`src/rtl/fround_pkg.sv`:
```
// fround_lanes shared types: rounding mode encodings and
// width helpers for the requantizer lanes.
package fround_pkg;

  typedef enum logic [1:0] {
    RND_FLOOR     = 2'b00,
    RND_HALF_UP   = 2'b01,
    RND_HALF_EVEN = 2'b10,
    RND_HALF_AWAY = 2'b11
  } rnd_mode_e;

  function automatic int f_extra(
    input int in_frac,
    input int out_frac
  );
    return in_frac - out_frac;
  endfunction

  function automatic longint f_max(input int w);
    return (longint'(1) <<< (w - 1)) - 1;
  endfunction

  function automatic longint f_min(input int w);
    return -(longint'(1) <<< (w - 1));
  endfunction

endpackage

```
`src/rtl/fround_lane.sv`:
```
// One requantizer lane: round-increment decode ahead of S1,
// add/saturate/flags between S1 and S2. Purely combinational.
module fround_lane
  import fround_pkg::*;
#(
  parameter int INWIDTH  = 33,
  parameter int IN_FRAC  = 26,
  parameter int OUTWIDTH = 16,
  parameter int OUT_FRAC = 13,
  localparam int EXTRA = f_extra(IN_FRAC, OUT_FRAC),
  localparam int QW    = INWIDTH - EXTRA
) (
  input  logic [INWIDTH-1:0]  i_din,
  input  rnd_mode_e           i_mode,
  output logic [QW-1:0]       o_q,
  output logic                o_inc,
  output logic                o_nz,
  input  logic [QW-1:0]       i_q,
  input  logic                i_inc,
  input  logic                i_nz,
  output logic [OUTWIDTH-1:0] o_dout,
  output logic                o_sat,
  output logic                o_ovf,
  output logic                o_udf
);

  localparam int RW = QW + 1;
  localparam logic signed [RW-1:0] MAXV =
    RW'(f_max(OUTWIDTH));
  localparam logic signed [RW-1:0] MINV =
    RW'(f_min(OUTWIDTH));

  logic w_s;
  logic w_l;
  logic w_g;
  logic w_t;
  logic signed [RW-1:0] w_r;

  assign w_s  = i_din[INWIDTH-1];
  assign w_l  = i_din[EXTRA];
  assign w_g  = i_din[EXTRA-1];
  assign o_q  = i_din[INWIDTH-1:EXTRA];
  assign o_nz = |i_din;

  generate
    if (EXTRA > 1) begin : g_t
      assign w_t = |i_din[EXTRA-2:0];
    end else begin : g_no_t
      assign w_t = 1'b0;
    end
  endgenerate

  always_comb begin
    o_inc = 1'b0;
    unique case (i_mode)
      RND_FLOOR:     o_inc = 1'b0;
      RND_HALF_UP:   o_inc = w_g;
      RND_HALF_EVEN: o_inc = w_g & (w_t | w_l);
      RND_HALF_AWAY: o_inc = w_g & (~w_s | w_t);
    endcase
  end

  // one guard bit so q+inc can never wrap
  assign w_r = $signed({i_q[QW-1], i_q})
             + $signed({{(RW-1){1'b0}}, i_inc});

  always_comb begin
    o_dout = w_r[OUTWIDTH-1:0];
    o_sat  = 1'b0;
    o_ovf  = 1'b0;
    if (w_r > MAXV) begin
      o_dout = MAXV[OUTWIDTH-1:0];
      o_sat  = 1'b1;
      o_ovf  = 1'b1;
    end else if (w_r < MINV) begin
      o_dout = MINV[OUTWIDTH-1:0];
      o_sat  = 1'b1;
    end
  end

  assign o_udf = i_nz && (w_r == '0);

endmodule

```
`src/rtl/fround_lanes.sv`:
```
// Multi-lane two-stage elastic requantizer with saturation flags.
// Define FROUND_STATS_EN to build the SAT/UDF beat counters.
module fround_lanes
  import fround_pkg::*;
#(
  parameter int LANES    = 4,
  parameter int INWIDTH  = 33,
  parameter int IN_FRAC  = 26,
  parameter int OUTWIDTH = 16,
  parameter int OUT_FRAC = 13,
  parameter int CNT_W    = 16
) (
  input  logic                      CLK,
  input  logic                      RESET,
  input  logic [1:0]                MODE,
  input  logic                      IN_VALID,
  output logic                      IN_READY,
  input  logic [LANES*INWIDTH-1:0]  DIN,
  output logic                      OUT_VALID,
  input  logic                      OUT_READY,
  output logic [LANES*OUTWIDTH-1:0] DOUT,
  output logic [LANES-1:0]          SATUR,
  output logic [LANES-1:0]          OVFL,
  output logic [LANES-1:0]          UDFL,
  input  logic                      CLR_STAT,
  output logic [CNT_W-1:0]          SAT_CNT,
  output logic [CNT_W-1:0]          UDF_CNT
);

  localparam int EXTRA = f_extra(IN_FRAC, OUT_FRAC);
  localparam int QW    = INWIDTH - EXTRA;

  logic w_s1_adv;
  logic w_s2_adv;
  logic w_acc;
  logic r_s1_valid;
  logic r_s2_valid;

  logic [QW-1:0]    w_q [LANES];
  logic [LANES-1:0] w_inc;
  logic [LANES-1:0] w_nz;
  logic [QW-1:0]    r_s1_q [LANES];
  logic [LANES-1:0] r_s1_inc;
  logic [LANES-1:0] r_s1_nz;

  logic [LANES*OUTWIDTH-1:0] w_dout;
  logic [LANES-1:0]          w_sat;
  logic [LANES-1:0]          w_ovf;
  logic [LANES-1:0]          w_udf;
  logic [LANES*OUTWIDTH-1:0] r_dout;
  logic [LANES-1:0]          r_sat;
  logic [LANES-1:0]          r_ovf;
  logic [LANES-1:0]          r_udf;

  assign w_s2_adv = !r_s2_valid || OUT_READY;
  assign w_s1_adv = !r_s1_valid || w_s2_adv;
  assign IN_READY = !RESET && w_s1_adv;
  assign w_acc    = IN_VALID && IN_READY;

  for (genvar i = 0; i < LANES; i++) begin : g_lane
    fround_lane #(
      .INWIDTH  (INWIDTH),
      .IN_FRAC  (IN_FRAC),
      .OUTWIDTH (OUTWIDTH),
      .OUT_FRAC (OUT_FRAC)
    ) u_lane (
      .i_din  (DIN[i*INWIDTH +: INWIDTH]),
      .i_mode (rnd_mode_e'(MODE)),
      .o_q    (w_q[i]),
      .o_inc  (w_inc[i]),
      .o_nz   (w_nz[i]),
      .i_q    (r_s1_q[i]),
      .i_inc  (r_s1_inc[i]),
      .i_nz   (r_s1_nz[i]),
      .o_dout (w_dout[i*OUTWIDTH +: OUTWIDTH]),
      .o_sat  (w_sat[i]),
      .o_ovf  (w_ovf[i]),
      .o_udf  (w_udf[i])
    );
  end

  always_ff @(posedge CLK) begin
    if (RESET) begin
      r_s1_valid <= 1'b0;
      r_s1_inc   <= '0;
      r_s1_nz    <= '0;
      for (int i = 0; i < LANES; i++) begin
        r_s1_q[i] <= '0;
      end
    end else if (w_s1_adv) begin
      r_s1_valid <= w_acc;
      if (w_acc) begin
        r_s1_inc <= w_inc;
        r_s1_nz  <= w_nz;
        for (int i = 0; i < LANES; i++) begin
          r_s1_q[i] <= w_q[i];
        end
      end
    end
  end

  always_ff @(posedge CLK) begin
    if (RESET) begin
      r_s2_valid <= 1'b0;
      r_dout     <= '0;
      r_sat      <= '0;
      r_ovf      <= '0;
      r_udf      <= '0;
    end else if (w_s2_adv) begin
      r_s2_valid <= r_s1_valid;
      if (r_s1_valid) begin
        r_dout <= w_dout;
        r_sat  <= w_sat;
        r_ovf  <= w_ovf;
        r_udf  <= w_udf;
      end
    end
  end

  assign OUT_VALID = r_s2_valid;
  assign DOUT      = r_dout;
  assign SATUR     = r_sat;
  assign OVFL      = r_ovf;
  assign UDFL      = r_udf;

`ifdef FROUND_STATS_EN
  logic             w_fire;
  logic [CNT_W-1:0] r_sat_cnt;
  logic [CNT_W-1:0] r_udf_cnt;

  assign w_fire = r_s2_valid && OUT_READY;

  // clear beats a same-cycle increment; counts stick at all-ones
  always_ff @(posedge CLK) begin
    if (RESET || CLR_STAT) begin
      r_sat_cnt <= '0;
      r_udf_cnt <= '0;
    end else if (w_fire) begin
      if (|r_sat && !(&r_sat_cnt)) begin
        r_sat_cnt <= r_sat_cnt + CNT_W'(1);
      end
      if (|r_udf && !(&r_udf_cnt)) begin
        r_udf_cnt <= r_udf_cnt + CNT_W'(1);
      end
    end
  end

  assign SAT_CNT = r_sat_cnt;
  assign UDF_CNT = r_udf_cnt;
`else
  logic w_unused_clr;
  assign w_unused_clr = CLR_STAT;
  assign SAT_CNT = '0;
  assign UDF_CNT = '0;
`endif

endmodule

```
`config.mk`:
```
export PLATFORM = sky130hd
export DESIGN_NAME = fround_lanes
export DESIGN_NICKNAME = d
export VERILOG_FILES = /design/src/rtl/fround_pkg.sv /design/src/rtl/fround_lane.sv /design/src/rtl/fround_lanes.sv
export SDC_FILE = /design/constraint.sdc
export NUM_CORES = 1
export LEC_CHECK = 0
export BUFFER_PORTS_ARGS = -buffer_cell sky130_fd_sc_hd__buf_4
export CORE_MARGIN = 2
export CORE_UTILIZATION = 40
export CTS_CLUSTER_DIAMETER = 60
export CTS_CLUSTER_SIZE = 40
export DETAILED_ROUTE_END_ITERATION = 16
export PLACE_DENSITY_LB_ADDON = 0.2
export SETUP_SLACK_MARGIN = 0.4
export SKIP_LAST_GASP = 1
export SLEW_MARGIN = 30
export SYNTH_ARGS = -nofsm -noshare
export SYNTH_HDL_FRONTEND = slang
export SYNTH_HIERARCHICAL = 1
export SYNTH_SLANG_ARGS = --single-unit
export TNS_END_PERCENT = 5
```
`constraint.sdc`:
```
create_clock -name CLK -period 5.7 [get_ports CLK]
set_input_delay 1.14 -clock CLK [delete_from_list [all_inputs] [get_ports CLK]]
set_output_delay 1.14 -clock CLK [all_outputs]
set_load 0.02 [all_outputs]
```
Yosys cells after proc, flatten, opt, wreduce, memory -nomap -nowiden. Memory sizes are Yosys's and may differ from the RTL's. Cells that the tools add are included.

Output and inout port bits: 110. Bits in registers: 86. Memories: 1. Input bits: 139. Bits in writable memories: 80.

Memory list: r_s1_q (words 4, width 20, rd ports 4, clocked after Yosys merged registers in 0, write ports 4, RTL line fround_lanes.sv:42) `logic [QW-1:0] r_s1_q [LANES];`.

Reduce and logical (&&, ||, !) cells: 26. Bitwise operators: 24. Multiplexer cells: 34. Order comparisons: 8. Equality and inequality tests: 3. Add/sub/neg operators: 4.

Operator list (count): $reduce_or 33->1 (4); $mux 16 (8); $add 20x2->21 (4); $gt 21x16->1 const B (4); $logic_not 21->1 (4); $lt 21x16->1 const B (4); $mux 20 (4); $reduce_or 12->1 (4); $mux 1 (18); $pmux 1 s4 (4); $or 1x1->1 (12); $and 1x1->1 (8); $logic_and 1x1->1 (6); $eq 2x2->1 const B (2); $not 1->1 (4); $reduce_and 2->1 (2); $logic_not 1->1 (3); $eq 2x1->1 const B (1); $logic_not 2->1 (1); $logic_or 1x1->1 (2).

Depth between registers and ports, before layout.
Depth in word-level cells: 10. Depth in mapped cells: 11. Gate-level depth less buffers: 9.

Modules after synthesis. The synthesis kept the hierarchy.

Modules (own cells, without submodules): fround_lanes (sequential area each 4124.0 um^2, cells each 585, area an instance 6451.2 um^2, times used 1); fround_lane (sequential area each 0.0 um^2, cells each 163, area an instance 1147.4 um^2, times used 4).

Worst setup path after synthesis. Ideal clock, no wire load.

Kind: input to register. Start: input port OUT_READY. End: memory r_s1_q[0][0] in the netlist's numbering, enable pin. Cell stages on the path: 4. Arrival time: 2.748 ns. Buffers on the path: 1. Library setup time: 0.404 ns. Setup slack: 2.548 ns. Path through: and2b_4 -> a21oi_4 -> buf_6 -> or2_2.

RTL lines: start: declaration (RTL line fround_lanes.sv:20) `input logic OUT_READY,`; end: declaration (RTL line fround_lanes.sv:42).

Worst setup path in the final report.
Start: input port OUT_READY. End: output port IN_READY.

Longest elaborated chain between the ends: 3.

Ends and longest elaborated chain: $logic_or 1x1->1 (RTL line fround_lanes.sv:55) `assign w_s2_adv = !r_s2_valid || OUT_READY;`; $logic_or 1x1->1 (RTL line fround_lanes.sv:56) `assign w_s1_adv = !r_s1_valid || w_s2_adv;`; $logic_and 1x1->1 (RTL line fround_lanes.sv:57) `assign IN_READY = !RESET && w_s1_adv;`; end: declaration (RTL line fround_lanes.sv:17) `output logic IN_READY,`.

No other way between the ends.

==> results.yml <==
clock_tree:
  clk_path_buf_depth: 2
  numCtsBuffers: 17
  holdBufCountCts: 0
  cts_setup_buffers: 0
  cts_resized: 0
  cts_root_buffer: "clkbuf_16"
  clkTransAtPathRegs_ns: 0.07
  htreeDepth: 4
  insertion_delay_ns: 0.43
  tritoncts: "yes"
  cts.sinks: 166
logic_synthesis:
  ys_async_sr_fraction: 0
  synth_top_family_by_area: "simple AND/OR/NAND/NOR gates"
  yosysTopAreaCellShare: 0.218
  yosysUniqueCellTypes: 56
  ys_seq_area_frac: 0.374
  synth_fa_ha_area_frac: 0.00907
  synth_area_leader_cell: "edfxtp_1"
  synthMuxAreaShare: 0.00816
  synth.most_common_cell: "buf_4"
  syn_avg_cell_area_um2: 8.93
  synth-compound-area-share: 0.171
  synthFlopType: "dfxtp_1"
  netlist_area_um2: 11000
  synth_commonest_cells: "117 x buf_4, 108 x nand3_1, 107 x a21oi_1, 86 x dfxtp_1, 85 x o21ai_0"
  synth_edf_count: 80
  synth.area.top_cells: "edfxtp_1 22%, dfxtp_1 16%, buf_4 8.0%, xnor2_1 5.1%, nand3_1 4.9%"
  syn_inst: 1237
  ys.warnings.count: 6
  ys_seq_elements: 166
  synth_xor_area_frac: 0.0571
  synthSimpleGateAreaFrac: 0.255
finish:
  drive_gt1_frac: 0.279
  area_delta_synth_final_pct: 13.5
  regArea_um2: 4130
  antenna_cells: 0
  multi_input_area_um2: 5650
  fin_area_um2: 12500
  post-route-util: 0.464
  nets: 1458
  nFillCells: 2683
grt:
  grt_usage: 0.189
  first_global_vias: 8447
  grt_max_degree: 89
  antenna_found_initial: 1
  grt-ovfl-total: 0
  grt_pass1_wl_um: 43900
min_path:
  min_from: "DOUT[7]"
  worstHoldPathType: "flip-flop to flip-flop"
floorplanning:
  ios: 249
  fp.dieW_um: 170
  die_y_um: 170
  core.rowCount: 60
  start_util: 0.409
  die-area_um2: 28900
  core_area_um2: 27000
routing:
  drtIter0Drc: 534
  drc_errors: 0
  num_vias: 8923
  routedWlPerCell_um: 16.5
  ant_nets: 0
  drtPass1Iterations: 5
  routed_via_density: 5.36
  drt_wl_total_um: 27400
setup_path:
  crit_buf_inv: 2
  cp_slowest_cell: "and2b_4"
  cp_slowest_stage_delay_ns: 0.82
  path_cells: "buf_4 > and2b_4 > a21oi_1 > buf_4"
  r2r_cells: 9
  path_depth: 4
  critPathCapture: "IN_READY"
  cp.arrival_ns: 2.47
  start_kind: "input pin"
  crit_type: "input pin to output pin"
  cp.required_ns: 4.56
  critPathLaunch: "OUT_READY"
  reg2reg_slack_ns: 2.85
  crit_top_cell: "buf_4"
  cpLargestDelayFamily: "simple AND/OR/NAND/NOR gates"
  cp_max_fo: 79
  reg2reg_from: "r_s1_q[1][0]"
  rr_endpoint: "DOUT[18]"
  worstSetupEndpointType: "output pin"
timing:
  min_period_over_period: 0.633
  fin_tns_setup_ns: 0
  rsz0062_at_grt: "false"
  fmax_mhz: 277
  hold_viol: 0
  tightest_slew_ns: 0.953
  worst_slack_ns: 2.09
  final-setup-viol-count: 0
  hold_slack_ns: 0.476
  worst_clock_skew_ns: 0.0154
  max_slew_margin: 0.365
  finalCriticalPeriod_ns: 3.61
  slew_violations: 0
placed_design:
  pre_cts_ws_ns: 2.06
  io_buffers: 215
  postPlaceCellArea_um2: 12000
  gp_congestion: 0.893
  dp_hpwl_um: 19600
power_and_ir_drop:
  p_leak_uw: 0.00459
  power.density_nw_per_um2: 250
  ir_drop_mv: 0.181
outcome:
  status: "finished, final reports clean"
job:
  maxCapViolCount: 0
==> registers in the layout, indices dropped and copies added, names as in the netlist <==
signal,count
r_s1_nz,4
DOUT,64
SATUR,4
r_s1_valid,1
OVFL,4
r_s1_inc,4
UDFL,4
OUT_VALID,1
r_s1_q,80
==> metrics by stage <==
stage / std cells / power [µW]
finish: 1665 / 3130
global route: 1665 / 3270
detailed placement: 1633 / 2010
floorplan: 1268 / 1860
global placement: 1632 / 2010
CTS: 1665 / 3160
==> cells in the final DEF (no fill, tap or decap), types with 8 or more instances in the layout <==
cell	n
nor2_2	8
ha_1	8
nand4_1	28
nor2b_1	12
mux2_1	8
clkbuf_16	17
nor2_1	41
a211oi_1	12
inv_1	20
conb_1	32
xnor2_1	64
nor3b_1	8
nand3_1	108
dfxtp_1	85
and2_1	84
a31oi_1	12
nand3_2	12
a21oi_2	44
o21ai_0	85
a21oi_1	107
nor4_1	48
xor2_1	8
buf_4	219
and3_1	16
edfxtp_1	80
or3_1	8
nand2_1	40
==> worst min-delay path by stage <==
stage	to	slack [ns]	cells past startpoint
after floorplan	r_s1_nz[0]	0.54	2
after global routing	OVFL[0]	0.49	2
after detailed placement	DOUT[6]	0.47	2
final	DOUT[7]	0.48	2
after CTS	DOUT[6]	0.48	2
after global placement	DOUT[60]	0.46	2
==> cell families (layout without fill, tap and decap cells) <==
| family | after synthesis | after routing |
|---|---|---|
| other | 1 | 32 |
| xor gates and xnor gates | 72 | 72 |
| buffers and inverters | 221 | 277 |
| adders and majority gates | 8 | 8 |
| DFF | 166 | 166 |
| muxes | 8 | 8 |
| AOI/OAI and AO/OA | 300 | 300 |
| and+or+nand+nor | 461 | 461 |
==> report_power, final <==
group / switching, µW / total, µW / internal [µW]
combinational: 314 / 555 / 241
sequential: 94.4 / 1430 / 1340
clock: 523 / 1140 / 621
total: 932 / 3130 / 2200
==> routing by layer <==
layer | wire length [µm] | share of wire | GRT usage | vias up
li1 | - | - | - | 4453
met1 | 12700 | 0.46 | 0.247 | 4221
met2 | 13200 | 0.48 | 0.321 | 228
met3 | 1120 | 0.041 | 0.0316 | 21
met4 | 393 | 0.014 | 0.0554 | 0
met5 | 0 | 0 | 0 | -
==> tightest hold or removal path: stages, from the launching register on <==
cell,delay [ns]
dfxtp_1,0.31
o21ai_0,0.06
a21oi_1,0.06
==> final cells by class <==
| class | instances | share of cell area |
|---|---|---|
| well taps | 341 | 0.0341 |
| multi-input cells | 881 | 0.451 |
| flip-flops and latches | 166 | 0.329 |
| repair buffers | 220 | 0.133 |
| clock inverters | 13 | 0.00989 |
| inverters | 25 | 0.00769 |
| clock buffers | 19 | 0.0354 |
(Power assumes the default switching activity.)
